$ cat src/rtl/universal_shift_register.sv
// universal_shift_register: parametrised shift/rotate/load register with word counter; parity via USR_PARITY_EN
module universal_shift_register #(
  parameter int WIDTH = 8,
  parameter logic [WIDTH-1:0] RESET_VALUE = {WIDTH{1'b0}},
  parameter int CNT_W = $clog2(WIDTH + 1)
) (
  input  logic             clk,
  input  logic             reset,
  input  logic             clear,
  input  logic             shift_enable,
  input  logic [2:0]       mode,
  input  logic             data_in,
  input  logic [WIDTH-1:0] load_data,
  output logic [WIDTH-1:0] data_out,
  output logic             serial_out,
  output logic [CNT_W-1:0] bit_count,
  output logic             word_done,
  output logic             parity_out
);
  localparam logic [2:0] M_SHL  = 3'b001;
  localparam logic [2:0] M_SHR  = 3'b010;
  localparam logic [2:0] M_ROL  = 3'b011;
  localparam logic [2:0] M_ROR  = 3'b100;
  localparam logic [2:0] M_LOAD = 3'b101;
  logic [WIDTH-1:0] r_data;
  logic             r_serial;
  logic [CNT_W-1:0] r_count;
  logic             r_done;
  logic [WIDTH-1:0] w_next_data;
  logic             w_next_serial;
  logic [CNT_W-1:0] w_next_count;
  logic             w_next_done;
  logic             w_shift;
  logic             w_wrap;
  // next-state selection: clear beats any mode; reserved modes fall through to hold
  always_comb begin
    w_shift       = shift_enable && (mode == M_SHL || mode == M_SHR);
    w_wrap        = w_shift && r_count == CNT_W'(WIDTH - 1);
    w_next_data   = clear                                ? RESET_VALUE :
                    !shift_enable                        ? r_data :
                    mode == M_SHL                        ? {r_data[WIDTH-2:0], data_in} :
                    mode == M_SHR                        ? {data_in, r_data[WIDTH-1:1]} :
                    mode == M_ROL                        ? {r_data[WIDTH-2:0], r_data[WIDTH-1]} :
                    mode == M_ROR                        ? {r_data[0], r_data[WIDTH-1:1]} :
                    mode == M_LOAD                       ? load_data : r_data;
    w_next_serial = clear || !shift_enable               ? r_serial :
                    mode == M_SHL || mode == M_ROL       ? r_data[WIDTH-1] :
                    mode == M_SHR || mode == M_ROR       ? r_data[0] : r_serial;
    w_next_count  = clear || w_wrap                      ? '0 :
                    shift_enable && mode == M_LOAD       ? '0 :
                    w_shift                              ? r_count + CNT_W'(1) : r_count;
    w_next_done   = !clear && w_wrap;
  end
  // state registers; word_done is a single-cycle strobe following the WIDTH-th shift
  always_ff @(posedge clk or posedge reset) begin
    if (reset) begin
      r_data   <= RESET_VALUE;
      r_serial <= 1'b0;
      r_count  <= '0;
      r_done   <= 1'b0;
    end else begin
      r_data   <= w_next_data;
      r_serial <= w_next_serial;
      r_count  <= w_next_count;
      r_done   <= w_next_done;
    end
  end
`ifdef USR_PARITY_EN
  logic r_parity;
  // parity tracks the value data_out takes on the same edge
  always_ff @(posedge clk or posedge reset) begin
    if (reset) r_parity <= ^RESET_VALUE;
    else r_parity <= ^w_next_data;
  end
  assign parity_out = r_parity;
`else
  assign parity_out = 1'b0;
`endif
  assign data_out   = r_data;
  assign serial_out = r_serial;
  assign bit_count  = r_count;
  assign word_done  = r_done;
endmodule

$ cat config.mk
export PLATFORM = sky130hd
export DESIGN_NAME = universal_shift_register
export DESIGN_NICKNAME = d
export VERILOG_FILES = /design/src/rtl/universal_shift_register.sv
export SDC_FILE = /design/constraint.sdc
export NUM_CORES = 1
export LEC_CHECK = 0
export CORE_MARGIN = 4
export CORE_UTILIZATION = 53
export CTS_BUF_LIST = sky130_fd_sc_hd__clkbuf_8
export DETAILED_ROUTE_END_ITERATION = 8
export PLACE_DENSITY = 0.88
export SYNTH_ARGS = -nofsm -noshare
export SYNTH_HDL_FRONTEND = slang
export SYNTH_SLANG_ARGS = --single-unit
$ cat constraint.sdc
create_clock -name clk -period 3.9 [get_ports clk]
set_clock_uncertainty 0.1 [all_clocks]
set_input_delay 0.975 -clock clk [delete_from_list [all_inputs] [get_ports clk]]
set_output_delay 0.975 -clock clk [all_outputs]
set_load 0.1 [all_outputs]
Yosys cells after proc, flatten, opt, wreduce, memory -nomap -nowiden --
Cells that the tools add are included.
Operators by class: add/sub/neg operators 1, eq/ne operators 6, muxes and demuxes 12, bitwise logic cells 1, reductions and logical operators 17
Operators with widths (count):
- two-way mux 8 bit | 7
- two-way mux 4 bit | 3
- == test 3 x 2 -> 1 bit (second input constant) | 2
- == test 3 bit (second input constant) | 2
- nonzero test 6 bit | 1
- logical OR 1 bit | 5
- adder 4 x 1 -> 4 bit (second input constant) | 1
- == test 4 x 3 -> 1 bit (second input constant) | 1
- logical AND 1 bit | 4
- AND reduction 2 bit | 2
- nonzero test 2 bit | 2
- == test 3 x 1 -> 1 bit (second input constant) | 1
- nonzero test 3 bit | 1
- logical NOT 1 bit | 2
- two-way mux 1 bit | 2
- NOT 1 bit | 1
Storage, ports and cells: register bits after elaboration 14, output and inout port bits 15, logic and storage cells 41

Longest topological paths before layout --
Gate-level depths: netlist of run 1.
word-level depth 8, mapped depth 6, gate-level depth less buffers 5

Worst setup path after synthesis of run 1 --
OpenSTA, ideal clock, no wires.
path type input to register, start input mode[1], end register r_data[3] (netlist: data_out[3]), library setup time 0.122 ns, arrival 1.978 ns, required time 3.678 ns, setup slack 1.700 ns, stages on the path 5, path through or3_4 > a31oi_4 > buf_6 > a211oi_1 > a22o_1
Between the ends: longest elaborated chain between the ends 7, elaborated cells on any way between the ends 13
RTL lines:
- start: declaration | RTL line 11 | input logic [2:0] mode,
- == test 3 bit | RTL line 44 | mode == M_ROR ? {r_data[0], r_data[WIDTH-1:1]} :
- two-way mux 8 bit | RTL line 44
- two-way mux 8 bit | RTL line 43 | mode == M_ROL ? {r_data[WIDTH-2:0], r_data[WIDTH-1]} :
- two-way mux 8 bit | RTL line 42 | mode == M_SHR ? {data_in, r_data[WIDTH-1:1]} :
- two-way mux 8 bit | RTL line 41 | mode == M_SHL ? {r_data[WIDTH-2:0], data_in} :
- two-way mux 8 bit | RTL line 40 | !shift_enable ? r_data :
- two-way mux 8 bit | RTL line 39 | w_next_data = clear ? RESET_VALUE :
- end signal: assignment | RTL line 62 | r_data <= w_next_data;
- end: declaration | RTL line 25 | logic [WIDTH-1:0] r_data;
Parallel ways exist; a longest one is shown, timed or not. The select of a mux whose other input is x is not followed. A chain may end at the register's enable or synchronous reset.

Final worst setup path of run 1 --
start input mode[1], end register r_data[0] (netlist: data_out[0])
Same word-level chain as after synthesis.

==> metrics.md, run 1 <==
| Metric | Value |
|---|---|
| Worst Path Required | `3.93 ns` |
| Top cell type's share of synthesized area | `32.4%` |
| Final Cell Area | `1420 µm²` |
| Pin count of the biggest net entering global routing | `24` |
| Fill cells | `146` |
| Max-cap viol count | `0` |
| CTS tree | `yes` |
| Routed wire length | `2.94 mm` |
| Pre-CTS setup slack | `0.765 ns` |
| Critical path data arrival time | `2.97 ns` |
| Most frequent cell after synthesis | `dfrtp_1` |
| First-pass GRT wire length | `4.71 mm` |
| Power density over the cells | `374 nW/µm²` |
| Avg Cell Area, Syn | `9.25 µm²` |
| Fin. max-slew vios | `0` |
| Clk slew on worst S/H paths | `0.06 ns` |
| I/O Pins | `31` |
| Via Count | `1077` |
| Syn_nets | `134` |
| Die area | `2830 µm²` |
| Most common flop cell mapped by yosys | `dfrtp_1` |
| Minimum clock period | `2.94 ns` |
| Detailed-route DRC error count | `0` |
| H-tree depth | `1` |
| Diode count | `0` |
| Synth top cells by count | `dfrtp_1 (14), mux2i_1 (12), o21ai_0 (10)` |
| DR iter-0 viols | `37` |
| Initial Util | `55.7%` |
| Final setup fails | `0` |
| Crit. End Element | `register` |
| Vias in the first global route | `1013` |
| Hold Vio Cnt, Final | `0` |
| Unrepaired setup endpoints after global routing | `no` |
| CP Max Fanout | `15` |
| Syn-to-layout area delta | `31.4%` |
| Inst Count DP | `167` |
| Die Wd | `53.2 µm` |
| Die height | `53.2 µm` |
| Post-CTS Resized | `0` |
| Pleak | `0.574 nW` |
| Synth cell types | `38` |
| Layout cell share with drive strength beyond 1 | `8.33%` |
| Dominant cell type by area after synthesis | `dfrtp_1` |
| EDFF count, synth | `0` |
| Worst Hold Class | `reg -> reg` |
| Final Power | `0.000532 W` |
| Core area | `1940 µm²` |
| Outcome | `complete, no violations` |
| Net count, final | `162` |
| Cells after Synth | `117` |
| Placer Congestion | `0.871` |
| Root buf cell | `clkbuf_8` |
| DR WL/cell | `17.2 µm` |
| Post-synth ARST share | `100%` |
| TritonCTS Buffers | `3` |
| Worst vdd ir | `0.000256 V` |
| Post-Syn Area | `1080 µm²` |
| Ys Warns | `0` |
| Final Cycle Share | `75.4%` |
| Top cells by area, synth | `dfrtp_1 (32%), mux2i_1 (11%), a211oi_1 (4.9%)` |
| Clock buffer depth | `2` |
| Setup TNS | `0 ns` |
| Tot GR Track Use | `23.1%` |
| First drt pass iteration count | `4` |
| Sequential-to-total area share from yosys stat | `32.4%` |
| Clock Sinks | `14` |
| Post-DP Area | `1370 µm²` |
| Min setup slack post-route | `0.959 ns` |
| GRT Residual Overflow | `0` |
| Final Instance Count excl. Fillers | `171` |
| Detailed placement HPWL | `2.10 mm` |
| Fmax | `340 MHz` |
| IO buf count | `29` |
| Post-CTS setup buffer count | `0` |
| Post-route ant nets | `0` |
| Worst setup path category | `in -> reg` |
| Reg2reg setup slack | `2.51 ns` |
| Register bit total from synthesis | `14` |
| Initial antenna violation count | `0` |
| Rows | `16` |
| Hold_buf cts | `0` |
| Routed vias/inst | `6.30` |
| Worst slew pin tran | `0.973 ns` |
| Slew margin rel. | `34.9%` |
| Clock Latency Late Sink | `0.24 ns` |
| Crit path launch type | `input pin` |
==> per-layer routing <==
metal | global-route usage, % | vias to the layer above | part of all wire (%)
met2 | 38.8 | 52 | 49
met1 | 30.7 | 524 | 43
met5 | 0 | - | 0
li1 | - | 493 | -
met3 | 1.97 | 8 | 6.6
met4 | 8.09 | 0 | 1.6
==> path summary, 6_finish.rpt <==
kind                            depth (start not counted)         from            to
worst max-delay path                                    5      mode[1]   data_out[0]
worst min-delay path                                    2   serial_out    serial_out
worst max register to register                          4  data_out[1]   data_out[0]
worst min register to register                          2   serial_out    serial_out
max in group asynchronous                               2        reset   data_out[0]
min in group asynchronous                               2        reset  bit_count[3]
==> metrics by stage <==
stage	hold slack (ns)	utilization [%]
after global routing	0.440	73.3
after floorplan	0.764	-
after CTS	0.383	73.3
after detailed placement	0.370	70.4
after global placement	0.369	70.4
final	0.379	73.3
==> worst max-delay path, stage by stage <==
cell,delay (ns)
clkdlybuf4s50_1,0.77
nand2_1,0.33
a31oi_4,0.51
a211oi_1,0.12
a32o_1,0.26
==> where the power goes <==
group / switching, W / total (W) / leakage (nW) / internal, W
clock: 0.0000531 / 0.000142 / 0.0288 / 0.0000894
sequential: 0.0000149 / 0.000172 / 0.187 / 0.000157
combinational: 0.000150 / 0.000218 / 0.358 / 0.0000675
total: 0.000218 / 0.000532 / 0.574 / 0.000314
==> layout by cell type (no fill, tap or decap), drive strengths merged, types with 2 or more instances in the layout <==
master / n
a211oi: 7
a21oi: 2
a22o: 6
and2: 2
buf: 2
clkbuf: 4
clkdlybuf4s50: 29
dfrtp: 14
inv: 4
mux2i: 12
nand2: 4
nand2b: 7
nand3: 2
nor2: 8
nor3b: 3
o21ai: 10
o22ai: 6
o31ai: 2
or3: 2
xnor2: 3
==> logic make-up (layout without fill, tap and decap cells) <==
group	Yosys count	in the layout	share of synthesized area (%)
adders and majority gates	1	1	1.16
DFF	14	14	32.4
other	1	1	0.346
buffers and inverters	12	39	6.36
and+or+nand+nor	35	35	19.9
xor gates and xnor gates	3	3	2.43
muxes	12	12	11.1
AOI/OAI and AO/OA	39	39	26.4
==> layout make-up <==
class	count	area (µm²)	share of cell area, %
Inverter	4	15.0	1.06
Tap cell	27	33.8	2.37
Sequential cell	14	350	24.6
Multi-Input combinational cell	91	663	46.6
Clock buffer	4	55.1	3.87
Timing Repair Buffer	31	305	21.5
==> state kept, by name, summed over array words and instances (netlist names) <==
name,count
data_out,8
bit_count,4
serial_out,1
word_done,1
Note: power is estimated with default switching activity, not from simulation.
==> inputs of run 2 (changes only) <==
--- a/config.mk
+++ b/config.mk
@@ -6,10 +6,10 @@
 export NUM_CORES = 1
 export LEC_CHECK = 0
 export CORE_MARGIN = 4
-export CORE_UTILIZATION = 53
+export CORE_UTILIZATION = 44
 export CTS_BUF_LIST = sky130_fd_sc_hd__clkbuf_8
 export DETAILED_ROUTE_END_ITERATION = 8
-export PLACE_DENSITY = 0.88
+export PLACE_DENSITY = 0.78
 export SYNTH_ARGS = -nofsm -noshare
 export SYNTH_HDL_FRONTEND = slang
 export SYNTH_SLANG_ARGS = --single-unit
==> constraint.sdc (replaced) <==
create_clock -name clk -period 2.65 [get_ports clk]
set_clock_uncertainty 0.1 [all_clocks]
set_input_delay 0.6625 -clock clk [delete_from_list [all_inputs] [get_ports clk]]
set_output_delay 0.6625 -clock clk [all_outputs]
set_load 0.1 [all_outputs]
==> metrics.md, run 2 (same netlist as run 1, synthesis figures left out) <==
| Metric | Value |
|---|---|
| GRT Residual Overflow | `0 (unchanged)` |
| Clock Sinks | `14 (unchanged)` |
| Die height | `57.6 µm (+8.3%)` |
| CP Max Fanout | `13 (-2)` |
| TritonCTS Buffers | `3 (unchanged)` |
| Slew margin rel. | `63.4% (+28 points)` |
| Commonest cells after routing, fill and taps aside | `buf_4 (20), clkdlybuf4s50_1 (15), dfrtp_1 (14)` |
| Critical path data arrival time | `2.25 ns (-0.72 ns)` |
| Max-cap viol count | `0 (unchanged)` |
| Syn-to-layout area delta | `31.1%` |
| Worst Hold Class | `reg -> reg` |
| Max stage delay on crit path | `0.46 ns (-0.31 ns)` |
| DR iter-0 viols | `26 (-30%)` |
| Final setup fails | `0 (unchanged)` |
| Multi-input logic area | `663 µm² (unchanged)` |
| Fmax | `452 MHz` |
| Outcome | `complete, no violations` |
| Placer Congestion | `0.896 (+2.9%)` |
| Unrepaired setup endpoints after global routing | `no` |
| Vias in the first global route | `1004 (-0.89%)` |
| Core area | `2280 µm² (+17%)` |
| Clock buffer depth | `2 (unchanged)` |
| Die Wd | `57.6 µm (+8.3%)` |
| Post-CTS Resized | `0 (unchanged)` |
| Final Cycle Share | `83.5%` |
| Routed wire length | `2.90 mm (-1.4%)` |
| I/O Pins | `31 (unchanged)` |
| Via Count | `1047 (-2.8%)` |
| First drt pass iteration count | `4 (unchanged)` |
| Detailed placement HPWL | `2.15 mm (+2.2%)` |
| CP Cell Sequence | `clkdlybuf4s50_1 > or3_4 > a31oi_4 > a211oi_1 > a32o_1` |
| Routed vias/inst | `5.95 (-5.5%)` |
| Hold_buf cts | `0 (unchanged)` |
| CTS tree | `yes` |
| Minimum clock period | `2.21 ns` |
| Initial antenna violation count | `0 (unchanged)` |
| Max reg flops | `8 (unchanged)` |
| Slowest CP cell | `clkdlybuf4s50_1` |
| Rows | `17 (+1)` |
| Worst slew pin tran | `0.548 ns (-0.425 ns)` |
| Power density over the cells | `553 nW/µm² (+48%)` |
| Clk slew on worst S/H paths | `0.06 ns (about the same)` |
| Worst vdd ir | `0.000354 V (+38%)` |
| Clock Latency Late Sink | `0.25 ns (about the same)` |
| Root buf cell | `clkbuf_8` |
| Setup TNS | `0 ns (unchanged)` |
| Crit path launch type | `input pin` |
| Pleak | `0.618 nW (+7.6%)` |
| Seq. cell area | `350 µm² (unchanged)` |
| Initial Util | `47.6% (-8.2 points)` |
| Crit. End Element | `register` |
| Hold WS | `0.393 ns (+0.0141 ns)` |
| Die area | `3320 µm² (+17%)` |
| DR WL/cell | `16.5 µm (-4.2%)` |
| Layout cell share with drive strength beyond 1 | `20.3% (+12 points)` |
| Worst Path Required | `2.69 ns (-1.24 ns)` |
| H-tree depth | `1 (unchanged)` |
| Tot GR Track Use | `17.8% (-5.2 points)` |
| Fin. max-slew vios | `0 (unchanged)` |
| Post-route ant nets | `0 (unchanged)` |
| Net count, final | `166 (+2.5%)` |
| Diode count | `0 (unchanged)` |
| First-pass GRT wire length | `4.73 mm (+0.45%)` |
| Post-CTS setup buffer count | `0 (unchanged)` |
| Pin count of the biggest net entering global routing | `23 (-4.2%)` |
| Worst setup path category | `in -> reg` |
| Fill cells | `204 (+40%)` |
| Most common cell after layout, fill and taps aside | `buf_4` |
| IO buf count | `29 (unchanged)` |
| Detailed-route DRC error count | `0 (unchanged)` |
| Hold Vio Cnt, Final | `0 (unchanged)` |
run 2: cell type report:
class	count	area share, %
tap	28	2.47
inverter	4	1.06
sequential	14	24.7
multi-input combinational	91	46.7
timing repair buffer	35	21.2
clock buffer	4	3.88
run 2: worst max-delay path, delay by kind of cell:
kind / cells / cell delay [ns]
and+or+nand+nor: 1 / 0.41
AOI/OAI and AO/OA: 3 / 0.70
buffers and inverters: 1 / 0.46
run 2: routing by layer:
metal | up-vias | part of all wire, % | GRT usage, %
li1 | 499 | - | -
met1 | 498 | 43 | 23.8
met2 | 46 | 50 | 29.5
met3 | 4 | 6.7 | 2.94
met4 | 0 | 0.76 | 4.97
met5 | - | 0 | 0
run 2: path summary, 6_finish.rpt:
| kind | cells after the start | slack [ns] | start | to |
|---|---|---|---|---|
| setup / recovery | 5 | 0.44 | mode[0] | data_out[0] |
| hold / removal | 2 | 0.39 | serial_out | serial_out |
| setup reg to reg | 4 | 1.24 | data_out[1] | data_out[0] |
| hold reg to reg | 2 | 0.39 | serial_out | serial_out |
| max in group asynchronous | 2 | 1.43 | reset | bit_count[1] |
| min in group asynchronous | 2 | 0.66 | reset | data_out[0] |
run 2: where the power goes:
group | switching, W | total, W | internal [W]
sequential | 0.0000237 | 0.000255 | 0.000231
combinational | 0.000220 | 0.000317 | 0.0000970
clock | 0.0000807 | 0.000212 | 0.000132
run 2: per-stage QoR:
| stage | worst slack (ns) | power [W] | std cells | instance area [µm²] | util, % |
|---|---|---|---|---|---|
| 2_1_floorplan | 0.693 | 0.000487 | 117 | 1080 | - |
| 3_3_place_gp | 0.189 | 0.000569 | 172 | 1360 | 59.9 |
| 3_5_place_dp | 0.173 | 0.000574 | 172 | 1360 | 59.9 |
| 4_1_cts | 0.435 | 0.000786 | 176 | 1420 | 62.3 |
| 5_1_grt | 0.297 | 0.000818 | 176 | 1420 | 62.3 |
| 6_report | 0.438 | 0.000784 | 176 | 1420 | 62.3 |
